`config.mk`:
```
export PLATFORM = sky130hd
export DESIGN_NAME = pulse_sequencer
export DESIGN_NICKNAME = d
export VERILOG_FILES = /design/src/rtl/pulse_sequencer.sv
export SDC_FILE = /design/constraint.sdc
export NUM_CORES = 1
export LEC_CHECK = 0
export BUFFER_PORTS_ARGS = -buffer_cell sky130_fd_sc_hd__buf_2
export CAP_MARGIN = 0
export CORE_MARGIN = 8
export CORE_UTILIZATION = 30
export DETAILED_ROUTE_END_ITERATION = 7
export SETUP_SLACK_MARGIN = 0.02
export SLEW_MARGIN = 20
export SYNTH_ARGS = -nofsm -noshare
export SYNTH_HDL_FRONTEND = slang
export SYNTH_SLANG_ARGS = --single-unit
```
`constraint.sdc`:
```
create_clock -name i_clk -period 7.76 [get_ports i_clk]
set_input_delay 1.164 -clock i_clk [delete_from_list [all_inputs] [get_ports i_clk]]
set_output_delay 1.164 -clock i_clk [all_outputs]
set_load 0.005 [all_outputs]
```
`src/rtl/pulse_sequencer.sv`:
```
// Multi-channel delay/width pulse generator sharing one repeat period.
// Timing registers are double-buffered so reprogramming never produces runt pulses.
module pulse_sequencer #(
  parameter int unsigned N_CH   = 4,
  parameter int unsigned N_BITS = 20,
  parameter int unsigned ADDR_W = 4
) (
  input  logic              i_clk,
  input  logic              i_reset_n,
  input  logic              i_wr_en,
  input  logic [ADDR_W-1:0] i_wr_addr,
  input  logic [N_BITS-1:0] i_wr_data,
  input  logic              i_trig_in,
  output logic [N_CH-1:0]   o_ch_out,
  output logic              o_cycle_start,
  output logic              o_busy,
  output logic              o_armed,
  output logic              o_missed
);

  localparam logic [N_BITS-1:0] RESET_PERIOD = N_BITS'(800000);
  localparam logic [N_BITS-1:0] MIN_PERIOD   = N_BITS'(2);

  typedef enum logic [1:0] {StIdle, StArmed, StRun} state_t;

  state_t            r_state, w_state_next;
  logic [N_BITS-1:0] r_cnt, w_cnt_next;
  logic              r_enable, r_mode, r_missed;
  logic [1:0]        r_trig_sync;
  logic              r_trig_prev;
  logic [N_CH-1:0]   r_ch_out, w_ch_next;

  logic [N_BITS-1:0] r_pend_period, r_act_period;
  logic [N_BITS-1:0] r_pend_delay [N_CH];
  logic [N_BITS-1:0] r_pend_width [N_CH];
  logic [N_BITS-1:0] r_act_delay  [N_CH];
  logic [N_BITS-1:0] r_act_width  [N_CH];

  logic              w_ctrl_wr, w_period_wr;
  logic              w_enable, w_mode, w_soft_trig, w_trig_ext, w_trig;
  logic              w_load, w_copy, w_missed_set;
  logic [N_BITS-1:0] w_p, w_last;

  assign w_ctrl_wr   = i_wr_en && (i_wr_addr == ADDR_W'(1));
  assign w_period_wr = i_wr_en && (i_wr_addr == '0);

  // A control write acts in the same cycle it is issued.
  assign w_enable    = w_ctrl_wr ? i_wr_data[0] : r_enable;
  assign w_mode      = w_ctrl_wr ? i_wr_data[1] : r_mode;
  assign w_soft_trig = w_ctrl_wr && i_wr_data[2];
  assign w_trig_ext  = r_trig_sync[1] && !r_trig_prev;
  assign w_trig      = w_trig_ext || w_soft_trig;

  assign w_p    = (r_act_period < MIN_PERIOD) ? MIN_PERIOD : r_act_period;
  assign w_last = w_p - N_BITS'(1);

  // Active timing follows pending while stopped, and latches on entry to each period.
  assign w_copy = w_load || (r_state != StRun);

  always_ff @(posedge i_clk or negedge i_reset_n) begin
    if (!i_reset_n) begin
      r_trig_sync <= '0;
      r_trig_prev <= 1'b0;
    end else begin
      r_trig_sync <= {r_trig_sync[0], i_trig_in};
      r_trig_prev <= r_trig_sync[1];
    end
  end

  always_comb begin
    w_state_next = r_state;
    w_cnt_next   = r_cnt;
    w_load       = 1'b0;
    w_missed_set = 1'b0;
    unique case (r_state)
      StIdle: begin
        w_cnt_next = '0;
        if (w_enable) begin
          if (w_mode) begin
            w_state_next = StArmed;
          end else begin
            w_state_next = StRun;
            w_load       = 1'b1;
          end
        end
      end
      StArmed: begin
        w_cnt_next = '0;
        if (!w_enable) begin
          w_state_next = StIdle;
        end else if (w_trig) begin
          w_state_next = StRun;
          w_load       = 1'b1;
        end
      end
      StRun: begin
        if (!w_enable) begin
          w_state_next = StIdle;
          w_cnt_next   = '0;
        end else begin
          w_missed_set = w_trig;
          if (r_cnt >= w_last) begin
            w_cnt_next = '0;
            if (w_mode) begin
              w_state_next = StArmed;
            end else begin
              w_load = 1'b1;
            end
          end else begin
            w_cnt_next = r_cnt + N_BITS'(1);
          end
        end
      end
      default: begin
        w_state_next = StIdle;
        w_cnt_next   = '0;
      end
    endcase
  end

  // Window sum is one bit wider so delay + width never wraps.
  always_comb begin
    w_ch_next = '0;
    for (int k = 0; k < N_CH; k++) begin
      w_ch_next[k] = (r_state == StRun) && w_enable &&
                     ({1'b0, r_cnt} >= {1'b0, r_act_delay[k]}) &&
                     ({1'b0, r_cnt} < ({1'b0, r_act_delay[k]} + {1'b0, r_act_width[k]}));
    end
  end

  always_ff @(posedge i_clk or negedge i_reset_n) begin
    if (!i_reset_n) begin
      r_state  <= StIdle;
      r_cnt    <= '0;
      r_ch_out <= '0;
    end else begin
      r_state  <= w_state_next;
      r_cnt    <= w_cnt_next;
      r_ch_out <= w_ch_next;
    end
  end

  always_ff @(posedge i_clk or negedge i_reset_n) begin
    if (!i_reset_n) begin
      r_enable <= 1'b0;
      r_mode   <= 1'b0;
      r_missed <= 1'b0;
    end else begin
      if (w_ctrl_wr) begin
        r_enable <= i_wr_data[0];
        r_mode   <= i_wr_data[1];
      end
      if (w_missed_set) begin
        r_missed <= 1'b1;
      end else if (w_ctrl_wr) begin
        r_missed <= 1'b0;
      end
    end
  end

  always_ff @(posedge i_clk or negedge i_reset_n) begin
    if (!i_reset_n) begin
      r_pend_period <= RESET_PERIOD;
      r_act_period  <= RESET_PERIOD;
      for (int k = 0; k < N_CH; k++) begin
        r_pend_delay[k] <= '0;
        r_pend_width[k] <= '0;
        r_act_delay[k]  <= '0;
        r_act_width[k]  <= '0;
      end
    end else begin
      if (w_period_wr) begin
        r_pend_period <= i_wr_data;
      end
      for (int k = 0; k < N_CH; k++) begin
        if (i_wr_en && (i_wr_addr == ADDR_W'(2 + 2 * k))) begin
          r_pend_delay[k] <= i_wr_data;
        end
        if (i_wr_en && (i_wr_addr == ADDR_W'(3 + 2 * k))) begin
          r_pend_width[k] <= i_wr_data;
        end
      end
      if (w_copy) begin
        r_act_period <= r_pend_period;
        for (int k = 0; k < N_CH; k++) begin
          r_act_delay[k] <= r_pend_delay[k];
          r_act_width[k] <= r_pend_width[k];
        end
      end
    end
  end

  assign o_ch_out      = r_ch_out;
  assign o_cycle_start = (r_state == StRun) && (r_cnt == '0);
  assign o_busy        = (r_state == StRun);
  assign o_armed       = (r_state == StArmed);
  assign o_missed      = r_missed;

endmodule
```
==> out/qor.yml <==
run_status:
  status: "finished, final reports clean"
clock_tree:
  cts_resized: 0
  cts-root-buf: "clkbuf_16"
  holdBufCountCts: 0
  htreeDepth: 2
  cts_buffers: 43
  clkTransAtPathRegs_ns: 0.06
  post_cts_buffers: 0
  clockBufferDepth: 3
  clock_latency_ns: 0.58
  cts_tree: "built"
  clock-sinks: 392
min_path:
  hp-class: "register to register"
sta:
  fin_tns_setup_ns: 0
  fin_crit_ns: 5.73
  relSlewSlack_pct: 34.1
  skew_ns: 0.0225
  period_share_pct: 73.8
  slew_violations: 0
  fmax_mhz: 175
  setup_viol_count_final: 0
  max_slew.worst_pin.slew_ns: 0.986
  hold_violations: 0
  rsz0062_at_grt: "false"
placement:
  dpl.hpwl_um: 42600
  portBuffers: 35
  dpl_cell_area_mm2: 0.0248
  globalplace.congestion: 0.865
route:
  ant_nets: 0
  wl_per_cell_um: 19.2
  drt_wl_total_um: 60000
  dr.pass1.iters: 5
  drc: 0
  vias_per_cell: 5.09
  vias: 15920
  drtIter0Drc: 939
final_layout:
  drive_gt1_share_pct: 24.9
  layout.nets: 2338
  area_delta_synth_final_pct: 12.7
  final_common_cell: "dfrtp_1"
  fin_area_mm2: 0.0263
  layout_common_cells: "dfrtp_1 (380), mux2_2 (262), ha_1 (259)"
  n_fill_cell: 7595
floorplan:
  core_mm2: 0.0772
  die_width_um: 295
  die_area_mm2: 0.0870
  ios: 36
  die_h_um: 295
  start_util_pct: 30.3
  rows: 102
worst_setup_path:
  cp_common_cell: "nand2_1"
  arrival_ns: 6.18
  cp.required_ns: 8.22
  cp-end-kind: "register"
  crit_type: "register to register"
  worstPathMaxFanout: 19
  critPathSlowestCell: "o41a_2"
  max_stage_delay_ns: 0.63
  worst_setup_path_start_kind: "register"
  path_cells: "or4_1 > or3_1 > nor3_1 > nand2_1 > nand2_1 > ha_1 > nand3_1 > or3_1 > nor3_1 > xnor2_1 > ha_1 > nand2_1 > o21ai_0 > a2111oi_0 > o41a_1 > o41a_2 > buf_4 > mux2_2"
grt:
  grt_max_degree: 169
  grt_pass1_vias: 16644
  grt_overflow: 0
  grt_pass1_wl_um: 95200
  antenna_found_initial: 4
  track_usage_pct: 13.8
power:
  ir_worst_vdd_mv: 0.162
  power_density_mw_per_mm2: 419
  total_power_mw: 11.0
  p_leak_nw: 12.3
yosys:
  yosysTopAreaCellShare_pct: 40.7
  yosysTopAreaCell: "dfrtp_1"
  yosysSeqAreaShare_pct: 42.1
  netlist-cell-type-count: 66
  synth_area_leaders: "dfrtp_1 (41%), ha_1 (14%), mux2_2 (13%)"
  synth_fp_nets: 2288
  ys_async_sr_fraction_pct: 100
  avgSynthCellArea_um2: 11.7
  ys_seq_elements: 392
  synthFlopType: "dfrtp_1"
  yosysWarnings: 0
  syn_inst: 1997
  synth-edff-count: 0
  netlist_area_mm2: 0.0234
flow_run:
  drv_cap: 0
synth_stat cells, drive strengths merged (11+ instances only):
library cell,count
a211oi,23
a21o,66
a21oi,110
a31oi,15
and3,13
buf,23
clkbuf,30
dfrtp,380
dfstp,12
ha,259
inv,109
mux2,363
nand2,71
nand2b,13
nand3,33
nand4,33
nor2,87
nor3,33
nor4,11
o211ai,11
o21ai,63
xnor2,45
xor2,50
state kept, by name, indices dropped and copies added (netlist names), 2 cells and up:
name           flops
r_trig_sync        2
r_state            2
r_pend_delay      80
r_pend_period     20
r_cnt             20
r_act_period      20
o_ch_out           4
r_act_delay       80
r_act_width       80
r_pend_width      80
path summary, 6_finish.rpt:
path / startpoint / endpoint / slack (ns) / depth (start not counted)
max: r_act_period[14]$_DFFE_PN0P_ / r_act_delay[6]$_DFFE_PN0P_ / 2.03 / 18
min: r_trig_sync[0]$_DFF_PN0_ / r_trig_sync[1]$_DFF_PN0_ / 0.35 / 0
max reg2reg: r_act_period[14]$_DFFE_PN0P_ / r_act_delay[6]$_DFFE_PN0P_ / 2.03 / 18
min reg2reg: r_trig_sync[0]$_DFF_PN0_ / r_trig_sync[1]$_DFF_PN0_ / 0.35 / 0
max in group asynchronous: i_reset_n / r_act_width[63]$_DFFE_PN0P_ / 5.81 / 2
min in group asynchronous: i_reset_n / o_ch_out[2]$_DFF_PN0_ / 0.53 / 1
layout make-up:
type | count | area (um2) | area share (%)
diodes | 6 | 15.0 | 0.0570
flip-flops and latches | 392 | 9820 | 37.3
clock buffers | 55 | 1170 | 4.45
inverters | 109 | 409 | 1.55
well taps | 1040 | 1300 | 4.94
clock inverters | 24 | 343 | 1.30
repair buffers | 58 | 412 | 1.56
multi-input cells | 1443 | 12800 | 48.8
metal layers:
| layer | vias to the layer above | GRT usage, % | routed length, um |
|---|---|---|---|
| met5 | - | 0 | 0 |
| met2 | 343 | 22.9 | 28100 |
| met1 | 8023 | 18.5 | 27200 |
| met3 | 97 | 2.35 | 3220 |
| met4 | 0 | 3.84 | 1470 |
| li1 | 7457 | - | - |
report_power, final:
group | total [mW] | internal [mW] | switching, mW
clock | 2.20 | 1.31 | 0.881
combinational | 5.53 | 2.61 | 2.92
sequential | 3.32 | 2.75 | 0.567
total | 11.0 | 6.68 | 4.36
worst max-delay path, delay by kind of cell, from the launching register on:
kind / cells / cell delay (ns)
fa+ha+maj: 2 / 0.50
compound gates: 4 / 1.41
flops: 1 / 0.43
mux: 1 / 0.37
xor+xnor: 1 / 0.15
simple gates: 9 / 2.27
buf+inv: 1 / 0.46
through the flow:
step           hold WS, ns  setup WS [ns]  cells  utilization [%]
2_1_floorplan        0.331           3.10   1997                -
3_3_place_gp         0.341           2.17   3042             32.1
3_5_place_dp         0.337           2.18   3042             32.1
4_1_cts              0.351           2.13   3121             34.1
5_1_grt              0.353           1.81   3121             34.1
6_report             0.349           2.03   3127             34.1
cells by family (layout without fill, tap and decap cells):
kind of cell / Yosys count / in the layout / synth area share (%)
flops: 392 / 392 / 42.1
compound gates: 370 / 370 / 10.4
mux: 364 / 364 / 19.2
simple gates: 351 / 351 / 7.62
fa+ha+maj: 263 / 263 / 14.2
buf+inv: 162 / 246 / 3.00
xor+xnor: 95 / 95 / 3.56
other cells: 0 / 6 / 0
(Power assumes the default switching activity.)
